File: config.mk
export PLATFORM = sky130hd
export DESIGN_NAME = button_input_bank
export DESIGN_NICKNAME = d
export VERILOG_FILES = /design/src/rtl/button_input_bank.sv
export SDC_FILE = /design/constraint.sdc
export NUM_CORES = 1
export LEC_CHECK = 0
export ABC_AREA = 1
export CELL_PAD_IN_SITES_DETAIL_PLACEMENT = 2
export CELL_PAD_IN_SITES_GLOBAL_PLACEMENT = 2
export CORE_MARGIN = 4
export CORE_UTILIZATION = 35
export DETAILED_ROUTE_END_ITERATION = 8
export GPL_ROUTABILITY_DRIVEN = 0
export PLACE_DENSITY = 0.87
export SYNTH_ARGS = -nofsm -noshare
export SYNTH_HDL_FRONTEND = slang
export SYNTH_SLANG_ARGS = --single-unit
File: constraint.sdc
create_clock -name CLOCK_50 -period 1.9 [get_ports CLOCK_50]
set_input_delay 0.38 -clock CLOCK_50 [delete_from_list [all_inputs] [get_ports CLOCK_50]]
set_output_delay 0.38 -clock CLOCK_50 [all_outputs]
set_load 0.02 [all_outputs]
File: src/rtl/button_input_bank.sv
// button_input_bank: per-channel pin synchroniser, counter debounce,
// press/release pulses, one-shot long-press and optional toggle latch.
module button_input_bank #(
    parameter int unsigned       NUM_CH            = 4,
    parameter int unsigned       DEBOUNCE_CYCLES   = 1_000_000,
    parameter int unsigned       LONG_PRESS_CYCLES = 50_000_000,
    parameter bit                ACTIVE_LOW        = 1'b0,
    parameter logic [NUM_CH-1:0] TOGGLE_MASK       = '0
) (
    input  logic              CLOCK_50,
    input  logic              reset,
    input  logic [NUM_CH-1:0] ButtonIn,
    output logic [NUM_CH-1:0] LevelOut,
    output logic [NUM_CH-1:0] ButtonOut,
    output logic [NUM_CH-1:0] PressPulse,
    output logic [NUM_CH-1:0] ReleasePulse,
    output logic [NUM_CH-1:0] LongPress
);

    localparam int unsigned DW = $clog2(DEBOUNCE_CYCLES);
    localparam int unsigned HW = $clog2(LONG_PRESS_CYCLES);

    localparam logic [DW-1:0] DB_LAST = DW'(DEBOUNCE_CYCLES - 1);
    localparam logic [HW-1:0] HOLD_LAST = HW'(LONG_PRESS_CYCLES - 1);

    typedef enum logic [1:0] {
        ST_IDLE = 2'd0,
        ST_HELD = 2'd1,
        ST_LONG = 2'd2
    } lp_state_e;

    for (genvar i = 0; i < NUM_CH; i++) begin : g_ch

        logic            meta_q;
        logic            sync_q;
        logic            s;
        logic            level_q;
        logic            level_d;
        logic [DW-1:0]   cnt_q;
        logic [DW-1:0]   cnt_d;
        logic            press_q;
        logic            press_d;
        logic            rel_q;
        logic            rel_d;
        logic            tog_q;
        logic            tog_d;
        lp_state_e       st_q;
        lp_state_e       st_d;
        logic [HW-1:0]   hold_q;
        logic [HW-1:0]   hold_d;
        logic            long_q;
        logic            long_d;

        // Polarity is applied after the second flop so both flops
        // reset to the electrical "released" level of the pin.
        assign s = sync_q ^ ACTIVE_LOW;

        // Two-flop synchroniser for the asynchronous pin.
        always_ff @(posedge CLOCK_50) begin
            if (reset) begin
                meta_q <= ACTIVE_LOW;
                sync_q <= ACTIVE_LOW;
            end else begin
                meta_q <= ButtonIn[i];
                sync_q <= meta_q;
            end
        end

        // Debounce: count consecutive mismatched cycles, flip at terminal.
        always_comb begin
            level_d = level_q;
            cnt_d   = '0;
            press_d = 1'b0;
            rel_d   = 1'b0;
            if (s != level_q) begin
                if (cnt_q == DB_LAST) begin
                    level_d = s;
                    press_d = s;
                    rel_d   = ~s;
                end else begin
                    cnt_d = cnt_q + DW'(1);
                end
            end
        end

        // Toggle latch inverts on every accepted press when enabled.
        always_comb begin
            tog_d = tog_q;
            if (TOGGLE_MASK[i] && press_d) begin
                tog_d = ~tog_q;
            end
        end

        // Long-press FSM: release on the terminal cycle suppresses the pulse.
        always_comb begin
            st_d   = st_q;
            hold_d = hold_q;
            long_d = 1'b0;
            unique case (st_q)
                ST_IDLE: begin
                    if (press_d) begin
                        st_d   = ST_HELD;
                        hold_d = '0;
                    end
                end
                ST_HELD: begin
                    if (rel_d) begin
                        st_d = ST_IDLE;
                    end else if (hold_q == HOLD_LAST) begin
                        st_d   = ST_LONG;
                        long_d = 1'b1;
                    end else begin
                        hold_d = hold_q + HW'(1);
                    end
                end
                ST_LONG: begin
                    if (rel_d) begin
                        st_d = ST_IDLE;
                    end
                end
                default: begin
                    st_d = ST_IDLE;
                end
            endcase
        end

        // Debounce, pulse and toggle state registers.
        always_ff @(posedge CLOCK_50) begin
            if (reset) begin
                level_q <= 1'b0;
                cnt_q   <= '0;
                press_q <= 1'b0;
                rel_q   <= 1'b0;
                tog_q   <= 1'b0;
            end else begin
                level_q <= level_d;
                cnt_q   <= cnt_d;
                press_q <= press_d;
                rel_q   <= rel_d;
                tog_q   <= tog_d;
            end
        end

        // Long-press FSM state, hold counter and pulse register.
        always_ff @(posedge CLOCK_50) begin
            if (reset) begin
                st_q   <= ST_IDLE;
                hold_q <= '0;
                long_q <= 1'b0;
            end else begin
                st_q   <= st_d;
                hold_q <= hold_d;
                long_q <= long_d;
            end
        end

        assign LevelOut[i]     = level_q;
        assign ButtonOut[i]    = TOGGLE_MASK[i] ? tog_q : level_q;
        assign PressPulse[i]   = press_q;
        assign ReleasePulse[i] = rel_q;
        assign LongPress[i]    = long_q;

    end

endmodule

==> metrics <==
die width=around 200 µm; Max H-tree Level=1; post-route ant nets=0; via count=between 15000 and 20000; share of the core filled with cells=a little under half; layout cells sized above 1=between 20% and 30%; Syn Nets=slightly above 2000; Max Cap Viol=0; Final Net Count=between 2000 and 2500; Critical Path RT=2.40 ns; Synth Instances=about 2000; clk_lat worst skew=just over 0.6 ns; Ys Warns=0; Slew Limit Fails=0; crit path kind=flip-flop to flip-flop; min-delay worst type=input port to flip-flop; post-detailed-routing wire length=about 84000 µm; clk buf depth=3; commonest non-fill, non-tap cell in the layout=nand2_1; fmax=slightly above 400 MHz; drt first pass iters=7; DP HPWL=33300 µm; RSZ-0062 raised after global routing=yes; most frequent cells in the layout=nand2_1, nor2_1, inv_1; IO Pins=26; Fin Clk Skew=between 0.03 and 0.04 ns; area of the mapped netlist=approximately 13000 µm²; Tot GR Track Use=roughly a third; Final Instance Count excl. Fillers=~2600; root buffer cell=clkbuf_16; P_leak=roughly 5.9 nW; Residual DRC=0; FILL cells=between 4000 and 5000; Max IR drop VDD=917 µV; Worst EP arrival=around 3 ns; status=finished with violations; clock sinks=approximately 220; sequential area share after synthesis=between 30% and 40%; port buffer count=25; Initial Util=between 30 and 40%; Finish-stage setup viols=146; DR vias/cell=roughly 6.3; synthesis-stage register bit count=around 220; crit end category=flip-flop; final hold vios=0; Setup TNS=-27.98 ns; die area=just under 40000 µm²; top-area cell type share of the netlist area=approximately a third; failing checks=negative setup slack; synthesis-to-layout area growth=31.4%; dominant cells by area after synthesis=dfxtp_1, nand2_1, nor2_1; FP Rows=69; power density over cell area=around 670 nW/µm²; CTS Buf Count=28; clk slew on worst S/H paths=~0.08 ns; Synth cell types=46; vias in the first global route=17332; setup ws final=-0.587 ns; worst-path fanout max=6; dpl cells=2497; Pwr Total=11.2 mW; 1st-iter DRT viols=about 1600; Die Span Y=roughly 200 µm; Tcrit/Tclk final=131%; Tmin final=around 2.5 ns; area leader, netlist=dfxtp_1; n_diodes=0; GR Overflow Total=0; wire length per cell=roughly 32 µm; Startpoint Class=flip-flop; first-pass GRT wire length=approximately 110000 µm; pre-CTS setup slack=-0.114 ns; Avg Cell Area, Syn=6.29 µm²; Core ar.=about 36000 µm²; largest net degree at the start of global routing=37; Rel. slew slack=roughly three fifths; Worst-Margin Slew=around 0.62 ns; CTS tree=built; initial antenna violation count=1
-- what timing repair did --
action,4_1_cts,5_1_grt
buffers inserted,10,33
gates resized for setup,95,347
hold buffers,0,0
cloned,3,10
pin swaps,9,75
endpoints found under the setup margin,147,156
-- Yosys cell counts, drive strengths merged --
| cell type | number |
|---|---|
| xnor2 | 20 |
| o21ai | 30 |
| nand3 | 204 |
| and3 | 1 |
| o21a | 2 |
| o21bai | 10 |
| nor3 | 40 |
| and2 | 1 |
| nor3b | 13 |
| nand4 | 52 |
| ha | 8 |
| nor4 | 8 |
| nor2 | 428 |
| buf | 42 |
| clkinv | 4 |
| a21o | 3 |
| o211ai | 1 |
| xor2 | 32 |
| a21oi | 115 |
| nand2 | 521 |
| dfxtp | 216 |
| or2 | 12 |
| inv | 212 |
| a211oi | 2 |
| a31oi | 3 |
| clkbuf | 30 |
| a22oi | 2 |
| nand3b | 2 |
-- critical path: stages, from the launching register on --
cell and delay [ns]:
dfxtp_4 0.37, inv_4 0.14, nand2_4 0.09, nor2_4 0.14, nand2_2 0.18, nor2_4 0.29
nand4_1 0.35, nand2_8 0.28, buf_12 0.16, nand3_1 0.12, nand2_1 0.19, nor2_4 0.06
-- layer usage --
metal	track usage, %	part of all wire, %	vias up
met1	38.2	38	8237
li1	-	-	6624
met2	61.8	48	1040
met4	16.3	7.2	0
met5	0	0	-
met3	4.80	7.6	442
-- logic make-up (layout without fill, tap and decap cells) --
family | Yosys count | in the layout | share of synthesized area [%]
and+or+nand+nor | 1282 | 1284 | 44.3
buffers and inverters | 288 | 414 | 9.92
DFF | 216 | 216 | 34.1
AOI/OAI and AO/OA | 168 | 168 | 7.30
xor gates and xnor gates | 52 | 52 | 3.59
adders and majority gates | 8 | 8 | 0.790
-- stage by stage --
| stage | hold slack (ns) | cell area, µm² |
|---|---|---|
| after floorplan | 0.388 | 12700 |
| after global placement | 0.402 | 13700 |
| after global routing | 0.142 | 16700 |
| final | 0.137 | 16700 |
| after detailed placement | 0.404 | 13700 |
| after CTS | 0.124 | 15100 |
-- flip-flops by register name (all words and copies together) (netlist names) --
name,cells
g_ch.cnt_q,80
g_ch.hold_q,104
g_ch.level_q,4
g_ch.long_q,4
g_ch.meta_q,4
g_ch.press_q,4
g_ch.rel_q,4
g_ch.s,4
g_ch.st_q,8
-- worst paths after layout --
check / endpoint / slack (ns) / cells after the start / startpoint
worst min register to register: g_ch[1].s / 0.45 / 2 / g_ch[1].meta_q
worst max-delay path: g_ch[0].hold_q[23] / -0.59 / 11 / g_ch[0].cnt_q[11]
worst min-delay path: g_ch[1].meta_q / 0.14 / 2 / reset
worst max register to register: g_ch[0].hold_q[23] / -0.59 / 11 / g_ch[0].cnt_q[11]
-- cell type report --
type	count	area, µm²	area share, %
timing repair buffer	148	1580	9.47
tap	461	577	3.46
multi-input combinational	1512	8190	49.2
inverter	216	828	4.97
sequential	216	4470	26.8
clock inverter	13	218	1.31
clock buffer	37	796	4.78
-- power breakdown --
group	internal (mW)	leakage, nW	switching (mW)	total, mW
Combinational	0.0483	3.66	0.147	0.195
Clock	3.74	0.499	2.72	6.46
Sequential	4.52	1.79	0.0120	4.53
Total	8.31	5.95	2.88	11.2
Power figures use the tool's default switching activity.
